<file path="config.mk">
export PLATFORM = sky130hd
export DESIGN_NAME = ble_config_loader_flat
export DESIGN_NICKNAME = d
export VERILOG_FILES = /design/src/rtl/ble_config_loader_pkg.sv /design/src/rtl/ble_config_loader_if.sv /design/src/rtl/ble_config_loader_strobe_decode.sv /design/src/rtl/ble_config_loader.sv /design/src/flat_wrapper.sv
export SDC_FILE = /design/constraint.sdc
export NUM_CORES = 1
export LEC_CHECK = 0
export CAP_MARGIN = 10
export CORE_ASPECT_RATIO = 0.7
export CORE_MARGIN = 2
export CORE_UTILIZATION = 42
export CTS_BUF_LIST = sky130_fd_sc_hd__clkbuf_16
export CTS_CLUSTER_SIZE = 28
export DETAILED_ROUTE_END_ITERATION = 10
export GPL_TIMING_DRIVEN = 0
export MAX_ROUTING_LAYER = met4
export PLACE_DENSITY = 0.71
export RECOVER_POWER = 50
export SYNTH_ARGS = -nofsm -noshare
export SYNTH_HDL_FRONTEND = slang
export SYNTH_SLANG_ARGS = --single-unit
</file>
<file path="constraint.sdc">
create_clock -name CLK -period 2.8 [get_ports CLK]
set_input_delay 0.42 -clock CLK [delete_from_list [all_inputs] [get_ports CLK]]
set_output_delay 0.42 -clock CLK [all_outputs]
set_load 0.03 [all_outputs]
</file>
<file path="src/rtl/ble_config_loader_pkg.sv">
// Shared constants, state encodings and sizing helpers for the BLE configuration loader.
package ble_cfg_pkg;

   localparam int unsigned TIMER_W = 8;

   typedef logic [2:0] state_t;

   localparam state_t ST_IDLE   = 3'd0;
   localparam state_t ST_LOAD   = 3'd1;
   localparam state_t ST_SETUP  = 3'd2;
   localparam state_t ST_PULSE  = 3'd3;
   localparam state_t ST_HOLD   = 3'd4;
   localparam state_t ST_FINISH = 3'd5;

   function automatic int unsigned nwords(input int unsigned strobe_size,
                                          input int unsigned data_size);
      return (strobe_size + data_size - 1) / data_size;
   endfunction

   // Number of live cells in the final word; always 1..data_size.
   function automatic int unsigned rem(input int unsigned strobe_size,
                                       input int unsigned data_size);
      return strobe_size - data_size * (nwords(strobe_size, data_size) - 1);
   endfunction

endpackage

</file>
<file path="src/rtl/ble_config_loader_if.sv">
// Configuration stream plus element-side DATA/STROBE bus of the loader.
interface ble_config_loader_if #(
   parameter int unsigned DATA_SIZE   = 8,
   parameter int unsigned STROBE_SIZE = 17
);

   logic                   START;
   logic [DATA_SIZE-1:0]   CFG_DATA;
   logic                   CFG_VALID;
   logic                   CFG_READY;
   logic [DATA_SIZE-1:0]   DATA;
   logic [STROBE_SIZE-1:0] STROBE;
   logic                   BUSY;
   logic                   DONE;

   modport master (
      output START, CFG_DATA, CFG_VALID,
      input  CFG_READY, DATA, STROBE, BUSY, DONE
   );

   modport slave (
      input  START, CFG_DATA, CFG_VALID,
      output CFG_READY, DATA, STROBE, BUSY, DONE
   );

endinterface

</file>
<file path="src/rtl/ble_config_loader_strobe_decode.sv">
// Maps a word index to the strobe group it programs; the final group is
// naturally truncated at STROBE_SIZE.
module ble_strobe_decode
   import ble_cfg_pkg::*;
#(
   parameter int unsigned DATA_SIZE   = 8,
   parameter int unsigned STROBE_SIZE = 17,
   parameter int unsigned IDX_W       = 2
) (
   input  logic [IDX_W-1:0]       word_idx,
   output logic [STROBE_SIZE-1:0] mask
);

   always_comb begin
      mask = '0;
      for (int unsigned b = 0; b < STROBE_SIZE; b++) begin
         if ((b / DATA_SIZE) == 32'(word_idx)) mask[b] = 1'b1;
      end
   end

endmodule

</file>
<file path="src/rtl/ble_config_loader.sv">
// Streams configuration words onto a logic element's shared DATA bus and
// pulses each cell group's STROBE with setup/pulse/hold spacing.
module ble_config_loader
   import ble_cfg_pkg::*;
#(
   parameter int unsigned DATA_SIZE   = 8,
   parameter int unsigned STROBE_SIZE = 17,
   parameter int unsigned SETUP_CYC   = 1,
   parameter int unsigned PULSE_CYC   = 1,
   parameter int unsigned HOLD_CYC    = 1
) (
   input logic CLK,
   input logic RST,
   ble_config_loader_if.slave cfg_if
);

   localparam int unsigned NWORDS = nwords(STROBE_SIZE, DATA_SIZE);
   localparam int unsigned REM    = rem(STROBE_SIZE, DATA_SIZE);
   localparam int unsigned IDX_W  = (NWORDS > 1) ? $clog2(NWORDS) : 1;

   localparam logic [TIMER_W-1:0] SETUP_LD = TIMER_W'(SETUP_CYC - 1);
   localparam logic [TIMER_W-1:0] PULSE_LD = TIMER_W'(PULSE_CYC - 1);
   localparam logic [TIMER_W-1:0] HOLD_LD  = TIMER_W'(HOLD_CYC - 1);
   localparam logic [IDX_W-1:0]   LAST_IDX = IDX_W'(NWORDS - 1);

   state_t                 state_q,     state_d;
   logic [IDX_W-1:0]       word_idx_q,  word_idx_d;
   logic [TIMER_W-1:0]     timer_q,     timer_d;
   logic [DATA_SIZE-1:0]   data_q,      data_d;
   logic [STROBE_SIZE-1:0] strobe_q,    strobe_d;
   logic                   cfg_ready_q, cfg_ready_d;
   logic                   busy_q,      busy_d;
   logic                   done_q,      done_d;

   logic [STROBE_SIZE-1:0] group_mask;
   logic [DATA_SIZE-1:0]   load_word;
   logic                   last_word;

   ble_strobe_decode #(
      .DATA_SIZE   (DATA_SIZE),
      .STROBE_SIZE (STROBE_SIZE),
      .IDX_W       (IDX_W)
   ) u_decode (
      .word_idx (word_idx_q),
      .mask     (group_mask)
   );

   assign last_word = (word_idx_q == LAST_IDX);

   // Bits beyond the last live cell are cleared so unused DATA lines stay quiet.
   always_comb begin
      load_word = cfg_if.CFG_DATA;
      if (last_word) begin
         for (int unsigned b = 0; b < DATA_SIZE; b++) begin
            if (b >= REM) load_word[b] = 1'b0;
         end
      end
   end

   always_comb begin
      state_d    = state_q;
      word_idx_d = word_idx_q;
      timer_d    = timer_q;
      data_d     = data_q;
      done_d     = 1'b0;

      case (state_q)
         ST_IDLE: begin
            if (cfg_if.START) begin
               state_d    = ST_LOAD;
               word_idx_d = '0;
               timer_d    = '0;
            end
         end
         ST_LOAD: begin
            if (cfg_if.CFG_VALID && cfg_ready_q) begin
               data_d  = load_word;
               state_d = ST_SETUP;
               timer_d = SETUP_LD;
            end
         end
         ST_SETUP: begin
            if (timer_q == '0) begin
               state_d = ST_PULSE;
               timer_d = PULSE_LD;
            end else begin
               timer_d = timer_q - TIMER_W'(1);
            end
         end
         ST_PULSE: begin
            if (timer_q == '0) begin
               state_d = ST_HOLD;
               timer_d = HOLD_LD;
            end else begin
               timer_d = timer_q - TIMER_W'(1);
            end
         end
         ST_HOLD: begin
            if (timer_q == '0) begin
               if (last_word) begin
                  state_d = ST_FINISH;
               end else begin
                  word_idx_d = word_idx_q + IDX_W'(1);
                  state_d    = ST_LOAD;
               end
            end else begin
               timer_d = timer_q - TIMER_W'(1);
            end
         end
         ST_FINISH: begin
            data_d  = '0;
            done_d  = 1'b1;
            state_d = ST_IDLE;
         end
         default: state_d = ST_IDLE;
      endcase

      // Outputs are registered from the next state so they line up with state_q.
      cfg_ready_d = (state_d == ST_LOAD);
      busy_d      = (state_d != ST_IDLE);
      strobe_d    = (state_d == ST_PULSE) ? group_mask : '0;
   end

   always_ff @(posedge CLK) begin
      if (RST) begin
         state_q     <= ST_IDLE;
         word_idx_q  <= '0;
         timer_q     <= '0;
         data_q      <= '0;
         strobe_q    <= '0;
         cfg_ready_q <= 1'b0;
         busy_q      <= 1'b0;
         done_q      <= 1'b0;
      end else begin
         state_q     <= state_d;
         word_idx_q  <= word_idx_d;
         timer_q     <= timer_d;
         data_q      <= data_d;
         strobe_q    <= strobe_d;
         cfg_ready_q <= cfg_ready_d;
         busy_q      <= busy_d;
         done_q      <= done_d;
      end
   end

   assign cfg_if.CFG_READY = cfg_ready_q;
   assign cfg_if.DATA      = data_q;
   assign cfg_if.STROBE    = strobe_q;
   assign cfg_if.BUSY      = busy_q;
   assign cfg_if.DONE      = done_q;

endmodule

</file>
<file path="src/flat_wrapper.sv">
// flat-port wrapper written by rule: the top's interface ports become plain ports
module ble_config_loader_flat import ble_cfg_pkg::*;
#(
   parameter int unsigned DATA_SIZE   = 8,
   parameter int unsigned STROBE_SIZE = 17,
   parameter int unsigned SETUP_CYC   = 1,
   parameter int unsigned PULSE_CYC   = 1,
   parameter int unsigned HOLD_CYC    = 1
)
  (CLK, RST, cfg_if_START, cfg_if_CFG_DATA, cfg_if_CFG_VALID, cfg_if_CFG_READY, cfg_if_DATA, cfg_if_STROBE, cfg_if_BUSY, cfg_if_DONE);
  ble_config_loader_if #(.DATA_SIZE(DATA_SIZE), .STROBE_SIZE(STROBE_SIZE)) cfg_if_i ();
  input logic CLK;
  input logic RST;
  input wire logic [$bits(cfg_if_i.START)-1:0] cfg_if_START;
  input wire logic [$bits(cfg_if_i.CFG_DATA)-1:0] cfg_if_CFG_DATA;
  input wire logic [$bits(cfg_if_i.CFG_VALID)-1:0] cfg_if_CFG_VALID;
  output wire logic [$bits(cfg_if_i.CFG_READY)-1:0] cfg_if_CFG_READY;
  output wire logic [$bits(cfg_if_i.DATA)-1:0] cfg_if_DATA;
  output wire logic [$bits(cfg_if_i.STROBE)-1:0] cfg_if_STROBE;
  output wire logic [$bits(cfg_if_i.BUSY)-1:0] cfg_if_BUSY;
  output wire logic [$bits(cfg_if_i.DONE)-1:0] cfg_if_DONE;
  assign cfg_if_i.START = cfg_if_START;
  assign cfg_if_i.CFG_DATA = cfg_if_CFG_DATA;
  assign cfg_if_i.CFG_VALID = cfg_if_CFG_VALID;
  assign cfg_if_CFG_READY = cfg_if_i.CFG_READY;
  assign cfg_if_DATA = cfg_if_i.DATA;
  assign cfg_if_STROBE = cfg_if_i.STROBE;
  assign cfg_if_BUSY = cfg_if_i.BUSY;
  assign cfg_if_DONE = cfg_if_i.DONE;
  ble_config_loader #(.DATA_SIZE(DATA_SIZE), .STROBE_SIZE(STROBE_SIZE), .SETUP_CYC(SETUP_CYC), .PULSE_CYC(PULSE_CYC), .HOLD_CYC(HOLD_CYC)) u_core (.CLK(CLK), .RST(RST), .cfg_if(cfg_if_i));
endmodule
</file>
==> results of run 1 <==
-- sequential cells by signal, summed over array words and instances, names as in the netlist --
signal                   flops
u_core.timer_q               8
u_core.cfg_if.DONE           1
u_core.state_q               3
u_core.cfg_if.STROBE         3
u_core.cfg_if.CFG_READY      1
u_core.cfg_if.DATA           8
u_core.cfg_if.BUSY           1
u_core.word_idx_q            2
-- logic make-up after synthesis --
logic type               after synthesis  share of synthesized area
AND/OR/NAND/NOR                       65                     0.2713
flip-flops                            27                     0.3573
AO/OA/AOI/OAI                         43                     0.2068
buffers and inverters                 27                     0.1166
adder cells (fa/ha/maj)                5                    0.04136
multiplexers                           1                   0.006617
-- final timing paths --
check	slack (ns)	endpoint	startpoint
worst max-delay path	0.61	u_core.timer_q[4]$_SDFFE_PP0P_	u_core.timer_q[0]$_SDFFE_PP0P_
worst min-delay path	0.50	u_core.cfg_if.DATA[1]$_SDFFE_PP0P_	u_core.cfg_if.DATA[1]$_SDFFE_PP0P_
worst max register to register	0.61	u_core.timer_q[4]$_SDFFE_PP0P_	u_core.timer_q[0]$_SDFFE_PP0P_
worst min register to register	0.50	u_core.cfg_if.DATA[1]$_SDFFE_PP0P_	u_core.cfg_if.DATA[1]$_SDFFE_PP0P_
-- layer usage --
metal	GRT usage	up-vias
met2	0.2899	66
met3	0.05709	6
met5	-	-
met1	0.2418	631
li1	-	695
met4	0.07018	0
-- layout make-up --
type | count | area [um2]
fillers | 320 | 1473
clock buffers | 3 | 75.07
repair buffers | 39 | 390.4
clock inverters | 1 | 5.005
multi-input cells | 114 | 768.2
flip-flops and latches | 27 | 540.5
plain buffers | 21 | 153.9
inverters | 6 | 22.52
well taps | 50 | 62.56
-- cells in the final DEF, fill, tap and decap left out, drive strengths merged, types with 2 or more instances in the layout --
cell            n
dfxtp          27
clkdlybuf4s50  25
buf            18
nor2           16
dlygate4sd3    14
a21oi           9
a22oi           9
nand2           8
inv             6
clkbuf          6
nor3            5
ha              5
o21ai           5
or3             4
or4             4
nor4            4
nand2b          3
nand3           3
o31ai           3
and2            3
or3b            2
o22ai           2
a211o           2
nor4b           2
a211oi          2
nor3b           2
nand3b          2
nand4b          2
-- power breakdown --
part / switching, W / total (W) / internal [W]
Combinational: 0.000148 / 0.000265 / 0.000117
Clock: 0.000135 / 0.000327 / 0.000193
Sequential: 0.0000264 / 0.000433 / 0.000406
Total: 0.000309 / 0.00103 / 0.000716
-- synthesized netlist by cell type (2+ instances only) --
cell	n
a211o_1	2
a21oi_1	9
a22oi_1	8
and2_1	3
buf_4	16
buf_6	2
clkbuf_1	3
dfxtp_1	27
ha_1	5
inv_1	6
nand2_1	8
nand2b_1	3
nand3_1	3
nand3b_1	2
nand4b_1	2
nor2_1	16
nor3_1	3
nor3_4	2
nor3b_1	2
nor4_1	2
nor4b_1	2
o21ai_0	2
o21ai_1	3
o22ai_1	2
o31ai_1	3
or3_1	4
or3b_1	2
or4_1	3
-- through the flow --
stage	std cells	setup WS, ns	hold slack, ns	instance area [um2]
after global routing	261	0.5109	0.5181	2018
after detailed placement	257	0.5204	0.4858	1966
after floorplan	168	1.075	0.4745	1513
final	261	0.6097	0.4997	2018
after global placement	257	0.6329	0.4796	1966
after CTS	261	0.7940	0.5072	2046
-- worst register-to-register path, cell delays in order, from the launching register on --
cell,delay (ns)
dfxtp_1,0.33
inv_1,0.10
ha_1,0.20
or3b_1,0.41
nor3_1,0.68
a211oi_1,0.15
o32ai_2,0.22
==> results.py, run 1 <==
metrics = {
    "final_layout": {
        "antenna_cells": 0,
        "areaGrowthSynthToFinish_pct": 33.42,
        "finalNetCount": 229,
        "drive_gt1_frac": 0.1327,
        "fin_util": 0.5781,
    },
    "setup_path": {
        "critPathArrivalTime_ns": 2.37,
        "critPathLaunchType": "flop",
        "cpLargestDelayFamily": "simple AND/OR/NAND/NOR gates",
        "critPathMaxFanout": 8,
        "critPathSlowestCell": "nor3_1",
        "reg2reg_depth": 6,
        "path_cells": "inv_1 > ha_1 > or3b_1 > nor3_1 > a211oi_1 > o32ai_2",
        "cp.required_ns": 2.98,
        "path_depth": 6,
        "critPathKind": "reg -> reg",
        "path_buf_inv": 1,
        "cp_slowest_stage_delay_ns": 0.68,
        "cp-end-kind": "flop",
    },
    "synthesis": {
        "async_flop_share": 0,
        "ys.flop_type": "dfxtp_1",
        "yosys_warnings": 0,
        "synth_area_leader_cell": "dfxtp_1",
        "synth_cell_types": 51,
        "syn_area_um2": 1513,
        "yosysSeqAreaShare": 0.3573,
        "synth-edff-count": 0,
        "ys_top_cells_by_area": "dfxtp_1 (36%), buf_4 (7.9%), ha_1 (4.1%), a22oi_1 (4.0%), nor2_1 (4.0%)",
        "synth_area_per_cell_um2": 9.004,
        "netlist_instances": 168,
        "synth_top_area_frac": 0.3573,
        "syn_nets": 185,
        "ys_seq_elements": 27,
    },
    "timing": {
        "period_share": 0.7822,
        "hold_viol_final": 0,
        "maxSlewViolCount": 0,
        "fin_tns_setup_ns": 0,
        "setup_violations": 0,
        "grt_setup_unrepaired": "false",
        "slew_headroom": 0.4538,
        "period_needed_ns": 2.190,
        "fmax_ghz": 0.4566,
        "finalClockSkew_ns": 0.002866,
        "tightestPinTransition_ns": 0.8130,
    },
    "routing": {
        "met1_length_um": 1594,
        "vias": 1398,
        "drc": 0,
        "antenna_left": 0,
        "wl_per_cell_um": 13.59,
        "top_layer": "met4",
        "dr_wl_met3_um": 352,
        "met2_wirelength_um": 1559,
        "vias_per_cell": 5.356,
        "drt_iter0_drc": 66,
        "first_pass_iters": 5,
        "wl_um": 3546,
    },
    "clock_network": {
        "cts_buffers": 3,
        "clkLatencyLatePin_ns": 0.26,
        "cts_resized": 0,
        "cts-htree-levels": 1,
        "post_cts_buffers": 0,
        "cts_tree": "yes",
        "cts_root_buf": "clkbuf_16",
        "clk_pin_slew_ns": 0.07,
        "clock_path_buffers": 2,
        "clock_sinks": 27,
        "postCtsHoldBufs": 0,
    },
    "grt": {
        "antenna_found_initial": 0,
        "grt_start_max_net_pins": 16,
        "grt_pass1_vias": 1266,
        "overflow": 0,
        "grt_use_total": 0.1906,
        "grt_first_pass_wirelength_um": 5658,
    },
    "floorplan": {
        "start_util": 0.4333,
        "die_area_um2": 4105,
        "coreArea_um2": 3491,
        "die_y_um": 54.21,
        "io_pins": 40,
        "die_w_um": 75.73,
        "num_rows": 18,
    },
    "min_path": {
        "min_path_cells": 2,
        "min_path_type": "reg -> reg",
    },
    "power_and_ir_drop": {
        "finalPower_w": 0.001025,
        "powerDensity_nw_per_um2": 508.0,
        "p_leak_nw": 0.8190,
        "ir_drop_uv": 366.0,
    },
    "status": {
        "status": "finished clean",
    },
    "run": {
        "max_cap_violations": 0,
    },
    "place": {
        "port_buffers": 39,
        "dp_hpwl_um": 2705,
        "gp_congestion": 0.8886,
    },
}
No activity file was read; power rests on OpenSTA's default activity.
==> run 2, diff against run 1 <==
--- a/config.mk
+++ b/config.mk
@@ -14,7 +14,7 @@
 export DETAILED_ROUTE_END_ITERATION = 10
 export GPL_TIMING_DRIVEN = 0
 export MAX_ROUTING_LAYER = met4
-export PLACE_DENSITY = 0.71
+export PLACE_DENSITY = 0.73
 export RECOVER_POWER = 50
 export SYNTH_ARGS = -nofsm -noshare
 export SYNTH_HDL_FRONTEND = slang
==> constraint.sdc (replaced) <==
create_clock -name CLK -period 1.85 [get_ports CLK]
set_input_delay 0.2775 -clock CLK [delete_from_list [all_inputs] [get_ports CLK]]
set_output_delay 0.2775 -clock CLK [all_outputs]
set_load 0.03 [all_outputs]
==> run 2 against run 1 <==
  * Via count increased by 6.7%
  * Sequential share of layout area decreased by 0.45 points
  * Final cell count grew 0.38%
  * Clock power increased by 47%
  * Non-clock buffer count is 1 higher
  * Combinational power grew 82%
  * Sequential power rose by 53%
  * Global-route usage is 1.6 points higher
  * Flip-flop and latch count stayed put
  * Largest cell class unchanged
  * Clock skew rose by 0.0016 ns
  * Worst setup slack got worse by 0.56 ns
==> results.py, run 2 (synthesized netlist as in run 1, its figures left out) <==
metrics = {
    "setup_path": {
        "critPathSlowestCell": "or3b_1",
        "crit_path_end": "u_core.timer_q[4]$_SDFFE_PP0P_",
        "cp-startpoint": "u_core.state_q[2]$_SDFF_PP0_",
        "reg2reg_depth": 5,
        "path_depth": 5,
        "r2r-start": "u_core.state_q[2]$_SDFF_PP0_",
        "cp.required_ns": 2.03,
        "rr_endpoint": "u_core.timer_q[4]$_SDFFE_PP0P_",
        "critPathLaunchType": "flop",
        "path_buf_inv": 1,
        "path_cells": "buf_4 > or3b_1 > a22oi_2 > a211oi_2 > o32ai_2",
        "regToRegSetupSlack_ns": 0.05,
        "critPathMaxFanout": 9,
        "cp-end-kind": "flop",
        "cp_slowest_stage_delay_ns": 0.53,
        "critPathKind": "reg -> reg",
        "cpLargestDelayFamily": "compound AO/OA/AOI/OAI gates",
        "critPathArrivalTime_ns": 1.98,
    },
    "power_and_ir_drop": {
        "p_clk_frac": 0.296,
        "power_switching_w": 0.0005085,
        "ir_drop_uv": 529.1,
        "swShare": 0.3129,
        "p_leak_nw": 0.8356,
        "powerDensity_nw_per_um2": 788.1,
        "p_int_w": 0.001116,
        "power_frac_seq": 0.407,
        "p_comb_frac": 0.297,
        "finalPower_w": 0.001625,
    },
    "routing": {
        "antenna_left": 0,
        "vias": 1491,
        "drc": 0,
        "first_pass_iters": 8,
        "wl_per_cell_um": 15.21,
        "drt_iter0_drc": 73,
        "wl_um": 3986,
        "vias_per_cell": 5.691,
    },
    "floorplan": {
        "die_w_um": 75.73,
        "io_pins": 40,
        "coreArea_um2": 3491,
        "num_rows": 18,
        "die_area_um2": 4105,
        "start_util": 0.4333,
        "die_y_um": 54.21,
    },
    "clock_network": {
        "cts_root_buf": "clkbuf_16",
        "clk_pin_slew_ns": 0.06,
        "cts_buffers": 3,
        "cts_tree": "yes",
        "clkLatencyLatePin_ns": 0.26,
        "clock_sinks": 27,
        "clock_path_buffers": 2,
        "cts-htree-levels": 1,
    },
    "place": {
        "pre_cts_ws_ns": -0.2811,
        "dp_hpwl_um": 2930,
        "gp_congestion": 0.8794,
        "port_buffers": 39,
    },
    "final_layout": {
        "antenna_cells": 0,
        "num-fill-cells": 301,
        "drive_gt1_frac": 0.2075,
        "finalNetCount": 230,
        "multiInputGateArea_um2": 869.6,
        "layout_common_cells": "dfxtp_1 (25), buf_4 (16), nor2_1 (16), clkbuf_1 (15), clkdlybuf4s50_1 (13)",
        "final-seq-area_um2": 543.0,
        "layout.cells.most_common": "dfxtp_1",
        "areaGrowthSynthToFinish_pct": 36.31,
    },
    "timing": {
        "tightestPinTransition_ns": 0.6451,
        "timing.final.ws_setup_ns": 0.04591,
        "fmax_ghz": 0.5543,
        "slew_headroom": 0.5588,
        "period_needed_ns": 1.804,
        "hold_viol_final": 0,
        "maxSlewViolCount": 0,
        "period_share": 0.9752,
        "setup_violations": 0,
        "finalClockSkew_ns": 0.004481,
        "grt_setup_unrepaired": "false",
    },
    "run": {
        "max_cap_violations": 0,
    },
    "grt": {
        "grt_use_total": 0.2070,
        "grt_start_max_net_pins": 15,
        "grt_first_pass_wirelength_um": 6065,
        "antenna_found_initial": 0,
        "grt_pass1_vias": 1333,
        "overflow": 0,
    },
    "status": {
        "status": "finished clean",
    },
    "min_path": {
        "min_path_type": "reg -> reg",
    },
}
run 2: changes by cell type in the layout (fill, tap and decap cells not counted), sizes merged:
cell | previous run | this run
clkbuf | 6 | 18
clkdlybuf4s50 | 25 | 13
dlygate4sd3 | 14 | 12
dlymetal6s2s | 0 | 2
buf | 18 | 19
clkinv | 1 | 0
inv | 6 | 7
run 2: area by class of cell:
type	instances	share of cell area
plain buffers	21	0.07646
clock inverters	1	0.001820
flip-flops and latches	27	0.2633
inverters	6	0.01092
multi-input cells	114	0.4217
repair buffers	40	0.1590
clock buffers	3	0.03641
well taps	50	0.03034
run 2: per-stage QoR:
stage / utilization / cells / hold slack (ns) / cell area [um2] / TNS (ns)
2_1_floorplan: - / 168 / 0.4401 / 1513 / 0
3_3_place_gp: 0.5631 / 257 / 0.4811 / 1966 / -0.9422
3_5_place_dp: 0.5631 / 257 / 0.4843 / 1966 / -2.017
4_1_cts: 0.5914 / 261 / 0.5028 / 2064 / 0
5_1_grt: 0.5907 / 262 / 0.5108 / 2062 / 0
6_report: 0.5907 / 262 / 0.4887 / 2062 / 0
run 2: worst register-to-register path: cells and delay by family (launching register included):
kind | cells | cell delay [ns]
buffers and inverters | 1 | 0.16
and+or+nand+nor | 1 | 0.53
AOI/OAI and AO/OA | 3 | 0.72
DFF | 1 | 0.31
run 2: worst min-delay path by stage:
stage                                        from                                 end  slack [ns]  cells past startpoint
5_1_grt                              cfg_if_START   u_core.word_idx_q[0]$_SDFFE_PP0P_        0.51                      4
3_5_place_dp   u_core.cfg_if.DATA[6]$_SDFFE_PP0P_  u_core.cfg_if.DATA[6]$_SDFFE_PP0P_        0.48                      2
2_1_floorplan                  cfg_if_CFG_DATA[0]  u_core.cfg_if.DATA[0]$_SDFFE_PP0P_        0.44                      2
3_3_place_gp   u_core.cfg_if.DATA[4]$_SDFFE_PP0P_  u_core.cfg_if.DATA[4]$_SDFFE_PP0P_        0.48                      2
4_1_cts        u_core.cfg_if.DATA[6]$_SDFFE_PP0P_  u_core.cfg_if.DATA[6]$_SDFFE_PP0P_        0.50                      2
6_report       u_core.cfg_if.DATA[6]$_SDFFE_PP0P_  u_core.cfg_if.DATA[6]$_SDFFE_PP0P_        0.49                      2
run 2: repair_timing:
item	CTS	global route
cloned	0	0
hold buffers	0	0
setup buffers	0	1
gates resized for setup	3	29
pin swaps	0	5
endpoints found under the setup margin	3	31
run 2: per-layer routing:
metal / global-route usage / part of all wire / wire, um
met5: - / 0 / 0
met4: 0.09649 / 0.015 / 59
met3: 0.03867 / 0.086 / 341
met2: 0.3565 / 0.49 / 1963
met1: 0.2364 / 0.41 / 1622
run 2: power by group through the flow:
stage	Combinational [W]	Clock, W	Sequential (W)
6_report	0.000483	0.000480	0.000662
2_1_floorplan	0.000292	0	0.000683
3_5_place_dp	0.000434	0	0.000667
4_1_cts	0.000455	0.000492	0.000656
5_1_grt	0.000508	0.000528	0.000667
3_3_place_gp	0.000416	0	0.000665
